<file path="config.mk">
export PLATFORM = sky130hd
export DESIGN_NAME = fifo8x64_slot_buffer
export DESIGN_NICKNAME = d
export VERILOG_FILES = /design/src/rtl/fifo8x64_slot_buffer_pkg.sv /design/src/rtl/fifo8x64_slot_buffer_regbank.sv /design/src/rtl/fifo8x64_slot_buffer.sv
export SDC_FILE = /design/constraint.sdc
export NUM_CORES = 1
export LEC_CHECK = 0
export CORE_AREA = 2 2 253 255
export DETAILED_ROUTE_END_ITERATION = 6
export DIE_AREA = 0 0 255 257
export PLACE_DENSITY_LB_ADDON = 0.25
export SLEW_MARGIN = 25
export SYNTH_ARGS = -nofsm -noshare
export SYNTH_HDL_FRONTEND = slang
export SYNTH_HIERARCHICAL = 1
export SYNTH_SLANG_ARGS = --single-unit
</file>
<file path="constraint.sdc">
create_clock -name clk -period 3 [get_ports clk]
set_input_delay 0.6 -clock clk [delete_from_list [all_inputs] [get_ports clk]]
set_output_delay 0.6 -clock clk [all_outputs]
set_load 0.05 [all_outputs]
</file>
<file path="src/rtl/fifo8x64_slot_buffer_pkg.sv">
// Shared widths for the 8x64 slot buffer and its register bank.
package fifo_defs;

  localparam int unsigned FIFO_DATA_W = 64;
  localparam int unsigned FIFO_DEPTH  = 8;
  localparam int unsigned FIFO_AW     = 3;
  localparam int unsigned FIFO_CNT_W  = 4;

  // Advance a slot pointer; DEPTH is a power of two so the wrap is free.
  function automatic logic [FIFO_AW-1:0] ptr_inc(input logic [FIFO_AW-1:0] p);
    return p + FIFO_AW'(1);
  endfunction

endpackage

</file>
<file path="src/rtl/fifo8x64_slot_buffer_regbank.sv">
// fifo8x64_regbank: 8 x 64-bit slot registers, one write port, one
// combinational read port and all slots exposed flattened.
//   clk, reset_n      : clock, async active-low reset (slots clear to 0)
//   we, waddr, wdata  : write port
//   raddr, rdata      : combinational read port
//   slots_flat        : slot k at [64k+63:64k]
module fifo8x64_regbank
  import fifo_defs::*;
(
  input  logic                              clk,
  input  logic                              reset_n,
  input  logic                              we,
  input  logic [FIFO_AW-1:0]                waddr,
  input  logic [FIFO_DATA_W-1:0]            wdata,
  input  logic [FIFO_AW-1:0]                raddr,
  output logic [FIFO_DATA_W-1:0]            rdata,
  output logic [FIFO_DATA_W*FIFO_DEPTH-1:0] slots_flat
);

  logic [FIFO_DATA_W-1:0] slot_q [FIFO_DEPTH];
  logic [FIFO_DATA_W-1:0] slot_d [FIFO_DEPTH];

  // Write-port update of the addressed slot.
  always_comb begin
    slot_d = slot_q;
    if (we) slot_d[waddr] = wdata;
  end

  always_ff @(posedge clk or negedge reset_n) begin
    if (!reset_n) begin
      for (int k = 0; k < int'(FIFO_DEPTH); k++) slot_q[k] <= '0;
    end else begin
      slot_q <= slot_d;
    end
  end

  assign rdata = slot_q[raddr];

  for (genvar g = 0; g < int'(FIFO_DEPTH); g++) begin : g_flat
    assign slots_flat[g*FIFO_DATA_W +: FIFO_DATA_W] = slot_q[g];
  end

endmodule

</file>
<file path="src/rtl/fifo8x64_slot_buffer.sv">
// fifo8x64_slot_buffer: 8-entry x 64-bit circular FIFO feeding an external
// 8:1 read-select mux, with its own registered pop port.
//   clk, reset_n            : clock, async active-low reset
//   flush                   : synchronous clear of pointers and count
//   wr_en/wr_data/wr_ready  : push port (accepted iff wr_en && wr_ready)
//   rd_en/rd_ready          : pop request (accepted iff rd_en && rd_ready)
//   rd_data/rd_valid        : registered popped word, one-cycle valid pulse
//   slot_data/rd_ptr/head_valid : mux data, select and enable
//   count/full/empty        : occupancy and decoded flags
//   overflow/underflow      : one-cycle error pulses
module fifo8x64_slot_buffer
  import fifo_defs::*;
#(
  parameter int unsigned DATA_W = FIFO_DATA_W,
  parameter int unsigned DEPTH  = FIFO_DEPTH
) (
  input  logic                    clk,
  input  logic                    reset_n,
  input  logic                    flush,
  input  logic                    wr_en,
  input  logic [DATA_W-1:0]       wr_data,
  output logic                    wr_ready,
  input  logic                    rd_en,
  output logic                    rd_ready,
  output logic [DATA_W-1:0]       rd_data,
  output logic                    rd_valid,
  output logic [DATA_W*DEPTH-1:0] slot_data,
  output logic [FIFO_AW-1:0]      rd_ptr,
  output logic                    head_valid,
  output logic [FIFO_CNT_W-1:0]   count,
  output logic                    full,
  output logic                    empty,
  output logic                    overflow,
  output logic                    underflow
);

  localparam int unsigned AW    = FIFO_AW;
  localparam int unsigned CNT_W = FIFO_CNT_W;

  logic [AW-1:0]     wr_ptr_q, wr_ptr_d;
  logic [AW-1:0]     rd_ptr_q, rd_ptr_d;
  logic [CNT_W-1:0]  count_q, count_d;
  logic [DATA_W-1:0] rd_data_q, rd_data_d;
  logic              rd_valid_q, rd_valid_d;
  logic              overflow_q, overflow_d;
  logic              underflow_q, underflow_d;

  logic              push_ok, pop_ok;
  logic [DATA_W-1:0] head_word;

  // Flags decode from registered count only, so no request-to-output path.
  assign full       = (count_q == CNT_W'(DEPTH));
  assign empty      = (count_q == '0);
  assign wr_ready   = !full;
  assign rd_ready   = !empty;
  assign head_valid = !empty;

  // Flush wins over both requests; full blocks push even if a pop frees a slot.
  assign push_ok = wr_en && !full  && !flush;
  assign pop_ok  = rd_en && !empty && !flush;

  fifo8x64_regbank u_regbank (
    .clk        (clk),
    .reset_n    (reset_n),
    .we         (push_ok),
    .waddr      (wr_ptr_q),
    .wdata      (wr_data),
    .raddr      (rd_ptr_q),
    .rdata      (head_word),
    .slots_flat (slot_data)
  );

  // Next-state for pointers, count and the registered pop port.
  always_comb begin
    wr_ptr_d    = wr_ptr_q;
    rd_ptr_d    = rd_ptr_q;
    count_d     = count_q;
    rd_data_d   = rd_data_q;
    rd_valid_d  = pop_ok;
    overflow_d  = wr_en && full  && !flush;
    underflow_d = rd_en && empty && !flush;

    if (flush) begin
      wr_ptr_d = '0;
      rd_ptr_d = '0;
      count_d  = '0;
    end else begin
      if (push_ok) wr_ptr_d = ptr_inc(wr_ptr_q);
      if (pop_ok) begin
        rd_ptr_d  = ptr_inc(rd_ptr_q);
        rd_data_d = head_word;
      end
      count_d = count_q + CNT_W'(push_ok) - CNT_W'(pop_ok);
    end
  end

  always_ff @(posedge clk or negedge reset_n) begin
    if (!reset_n) begin
      wr_ptr_q    <= '0;
      rd_ptr_q    <= '0;
      count_q     <= '0;
      rd_data_q   <= '0;
      rd_valid_q  <= 1'b0;
      overflow_q  <= 1'b0;
      underflow_q <= 1'b0;
    end else begin
      wr_ptr_q    <= wr_ptr_d;
      rd_ptr_q    <= rd_ptr_d;
      count_q     <= count_d;
      rd_data_q   <= rd_data_d;
      rd_valid_q  <= rd_valid_d;
      overflow_q  <= overflow_d;
      underflow_q <= underflow_d;
    end
  end

  assign rd_ptr    = rd_ptr_q;
  assign count     = count_q;
  assign rd_data   = rd_data_q;
  assign rd_valid  = rd_valid_q;
  assign overflow  = overflow_q;
  assign underflow = underflow_q;

endmodule

</file>
; ---- After elaboration in Yosys (flattened, before gate mapping)
; Index checks and enable logic that the tools add are counted.
[totals]
n_memories = 0
ff_bits = 589
latchBits = 0
mem_bits_rw = 0
out_inout_bits = 591
in_bits = 69
mem_bits_ro = 0
[classes]
mux = 11
n_div = 0
bitwise_logic = 3
n_eq_ne = 1
n_reduce_logical = 16
n_shift = 0
order_cmp = 3
add_sub_neg = 4
mul = 0
[op_table]
columns = op, count
row1 = $bwmux W512, 1
row2 = $bmux W64 S3, 1
row3 = $demux W64 S3, 1
row4 = $mux W64, 3
row5 = $mux W3, 4
row6 = $logic_and A1 B1 Y1, 9
row7 = $ge A4 B4 Y1 const B, 2
row8 = $not A3 Y4, 2
row9 = $add A3 B1 Y3 const B, 2
row10 = $add A4 B1 Y4, 1
row11 = $eq A4 B4 Y1 const B, 1
row12 = $logic_not A4 Y1, 1
row13 = $lt A4 B1 Y1 const B, 1
row14 = $mux W4, 1
row15 = $reduce_bool A2 Y1, 2
row16 = $sub A4 B1 Y4, 1
row17 = $logic_not A1 Y1, 3
row18 = $reduce_and A2 Y1, 1
row19 = $not A1 Y1, 1

; ---- Longest topological paths before layout
[depth]
ltp_word = 7
mapped_depth = 13

; ---- Cells and area by module
; Netlist, hierarchy kept.
[by_module_without_submodules]
columns = module, n_inst, area_per_inst_um2, cells_per_inst
row1 = fifo8x64_regbank, 1, 22779.3, 1314
row2 = fifo8x64_slot_buffer, 1, 3388.2, 209

; ---- Least setup slack after synthesis
; No wires, ideal clock.
[synth_timing]
kind = reg2reg
start = register count_q[2], in the netlist count[2]
end = register u_regbank.slot_q, in the netlist u_regbank/slots_flat[131]
arrival_time_ps = 2970
setup_ps = 125
synth_period_minus_slack_ps = 3095
t_required_ps = 2875
path_stages_with_launch = 11
slack_ps = -95
path_cell_list = dfrtp_1 -> inv_1 -> ha_1 -> or3b_2 -> buf_2 -> and2_1 -> nor2b_1 -> and4bb_2 -> buf_2 -> buf_2 -> mux2_2
[synth_via]
elab_chain_cells = 4
[synth_rtl]
columns = element, line_no
row1 = "start, declared", fifo8x64_slot_buffer.sv:42  ; logic [CNT_W-1:0] count_q, count_d;
row2 = "start signal, assigned", fifo8x64_slot_buffer.sv:109  ; count_q <= count_d;
row3 = $eq A4 B4 Y1, fifo8x64_slot_buffer.sv:52  ; assign full = (count_q == CNT_W'(DEPTH));
row4 = $logic_not A1 Y1, n/a
row5 = named net wr_ready, fifo8x64_slot_buffer.sv:22  ; output logic wr_ready,
row6 = $logic_and A1 B1 Y1 (2 in series), fifo8x64_slot_buffer.sv:59  ; assign push_ok = wr_en && !full && !flush;
row7 = named net push_ok, fifo8x64_slot_buffer.sv:48  ; logic push_ok, pop_ok;
row8 = "end signal, assigned", fifo8x64_slot_buffer_regbank.sv:33  ; slot_q <= slot_d;
row9 = "end, declared", fifo8x64_slot_buffer_regbank.sv:20  ; logic [FIFO_DATA_W-1:0] slot_q [FIFO_DEPTH];
; The timed path passes the listed nets, and every way through them passes these cells.
; A chain may end at the register's enable or synchronous reset.

; ---- Worst setup path after layout
[layout_timing]
start = register count_q[2], in the netlist count[2]
end = output wr_ready
[layout_via]
elab_chain_cells = 2
[layout_rtl]
columns = element, line_no
row1 = $eq A4 B4 Y1, fifo8x64_slot_buffer.sv:52
row2 = $logic_not A1 Y1, fifo8x64_slot_buffer.sv:54  ; assign wr_ready = !full;
row3 = "end, declared", fifo8x64_slot_buffer.sv:22
; No other way between the ends.

==> results.md <==
- Vias in the first global route: 18145
- CP cell instances: inv_1, ha_1, or3b_2, buf_4, dlygate4sd2_1
- Sequential power share: 29.4%
- Worst EP required: 2.40 ns
- Worst min-delay path class: reg -> reg
- Row Count: 92
- Switching fraction of total power: 42.11%
- DR iter-0 viols: 763
- Hold WS: 0.5050 ns
- Worst-path fanout max: 5
- Leakage: 0.01590 uW
- Avg Cell Area, Syn: 17.18 um^2
- Core Area: 62740 um^2
- Die width: 255 um
- Worst skew pair latency: 0.60 ns
- Tot Pwr: 41100 uW
- Share of cells above drive strength 1: 42.67%
- Clk pwr share: 21.5%
- Post-CTS Setup Repair Bufs: 0
- P&R area growth vs syn: 39.38%
- H-tree levels: 3
- DPL Wire Length: 57.13 mm
- Synth cell count leaders: 591 x mux2_2, 589 x dfrtp_1, 128 x mux4_2
- Pwr/cell area: 1127 nW/um^2
- Final Core Density: 58.14%
- Initial core utilization: 41.71%
- Max_slew headroom: 53.89%
- Initial antenna violation count: 4
- DRT Pass-1 Iters: 5
- CP endpoint kind: output pin
- Syn_nets: 1601
- Port bufs: 659
- Worst-Margin Slew: 0.6896 ns
- Cells after Synth: 1523
- Register area share after synthesis: 56.33%
- Cts bufs inserted: 67
- # Max-Cap Violations: 0
- Final hold viol count: 0
- Syn. warnings: 6
- Wirelength per Cell: 26.92 um
- Fillers: 4903
- CP peak stage delay: 0.45 ns
- Grt ovf: 0
- Int Pwr: 23790 uW
- Crit start category: flop
- Tcrit/Tclk final: 96.37%
- Arrival time at the worst endpoint: 2.29 ns
- Post-synth top area share: 56.33%
- Post-synth EDFFs: 0
- Layout Skew: 0.02166 ns
- Post-synth top area cell: dfrtp_1
- Clk slew on worst S/H paths: 0.06 ns
- Final WL: 83.96 mm
- CTS root buffer: clkbuf_16
- Clock buffer depth: 3
- Vias: 16963
- Die Y: 257 um
- TritonCTS clock tree: yes
- Die area: 65540 um^2
- Setup violators final: 0
- GRT Overall Usage: 25.61%
- Gp weighted congestion: 0.8239
- # IOs: 660
- Largest net degree at the start of global routing: 67
- Combinational fraction of design power: 49.1%
- Switch Pwr: 17310 uW
- RSZ-0062 raised after global routing: false
- NumNets Final: 2297
- Setup CP Type: reg -> out
- Top-count cell post-synth: mux2_2
- First-pass GRT wire length: 124.4 mm
- Setup TNS: 0 ns
- Ys async rst share: 100.0%
- Slew Limit Fails: 0
- Sequential cell area: 14750 um^2
- Multi-input logic area: 10740 um^2
- DRC Markers: 0
- Fmax: 345.9 MHz
- Synthesized area: 26170 um^2
- Synth Flop Type: dfrtp_1
- Synth unique cells: 36
- Via/cell ratio: 5.439
- Clock Sinks: 589
- Status: finished clean
- Worst path slowest cell: or3b_2
- Yosys reg bits: 589
- Post-route minimum period: 2.891 ns
- Final ANT Viol Nets: 0
- Synth top area cells: dfrtp_1 56%, mux2_2 25%, mux4_2 11%
- Maximum VDD drop: 0.6881 mV
## final timing paths
path | startpoint | to | slack (ns) | cells after the start
hold reg to reg | rd_data[35] | rd_data[35] | 0.50 | 1
setup reg to reg | count[2] | u_regbank/slots_flat[378] | 0.14 | 9
setup / recovery | count[2] | wr_ready | 0.11 | 5
max in group asynchronous | reset_n | u_regbank/slots_flat[314] | 1.46 | 4
hold / removal | rd_data[35] | rd_data[35] | 0.50 | 1
min in group asynchronous | reset_n | rd_data[6] | 0.57 | 2
## power by group through the flow
stage                     clock network (uW)  registers, uW  logic (uW)
after floorplan                            0          19500        5840
after global placement                     0          12100       20100
after CTS                               9020          12100       20300
after global routing                    9360          12400       20900
final                                   8820          12100       20200
after detailed placement                   0          12200       20200
## timing repair
item | CTS | global route
endpoints found under the hold margin | 37 | 0
endpoints found under the setup margin | 3 | 0
hold buffers | 1 | 0
gates resized for setup | 3 | 0
## sequential cells by signal, indices dropped and copies added, names as in the netlist
register	flops
rd_valid	1
count	4
u_regbank/slots_flat	512
rd_data	64
underflow	1
overflow	1
rd_ptr	3
wr_ptr_q	3
## worst max-delay path: cells and delay by family, from the launching register on
family,cells,cell delay [ns]
simple gates,1,0.45
buf+inv,3,0.70
fa+ha+maj,1,0.15
flops,1,0.41
## routing by layer
metal	part of all wire [%]	global-route usage (%)	wire length, um	vias to the layer above
met3	6.6	6.615	5525	152
met5	0.015	0	13	-
met1	40	32.44	33580	9136
li1	-	-	-	7109
met2	50	42.32	41790	564
met4	3.6	9.324	3051	2
## area by class of cell
type / count / share of cell area, %
inverter: 9 / 0.1064
sequential: 589 / 40.45
antenna: 2 / 0.01372
tap: 846 / 2.902
clock buffer: 94 / 5.462
multi-input combinational: 824 / 29.46
clock inverter: 27 / 1.187
timing repair buffer: 728 / 20.42
## placed cells by master, fill, tap and decap left out, drive strengths merged, types with 5 or more instances in the layout
cell type,count
buf,72
bufinv,10
clkbuf,94
clkdlybuf4s50,652
clkinv,15
dfrtp,589
ha,8
inv,10
mux2,641
mux4,128
nand2b,5
nor2,7
## logic make-up after synthesis
group                    synth area share (%)
AO/OA/AOI/OAI                          0.2534
XOR/XNOR                              0.03348
adder cells (fa/ha/maj)                0.4590
buffers and inverters                   2.687
flip-flops                              56.33
multiplexers                            39.32
AND/OR/NAND/NOR                        0.9229
## metrics by stage
| stage | worst slack, ns | std cells | cell area, um^2 |
|---|---|---|---|
| floorplan | 0.008990 | 1523 | 26170 |
| global placement | 0.06907 | 2995 | 34040 |
| detailed placement | 0.04977 | 2995 | 34040 |
| CTS | 0.07078 | 3117 | 36470 |
| global route | 0.01097 | 3119 | 36470 |
| finish | 0.1089 | 3119 | 36470 |
Note: power is estimated with default switching activity, not from simulation.
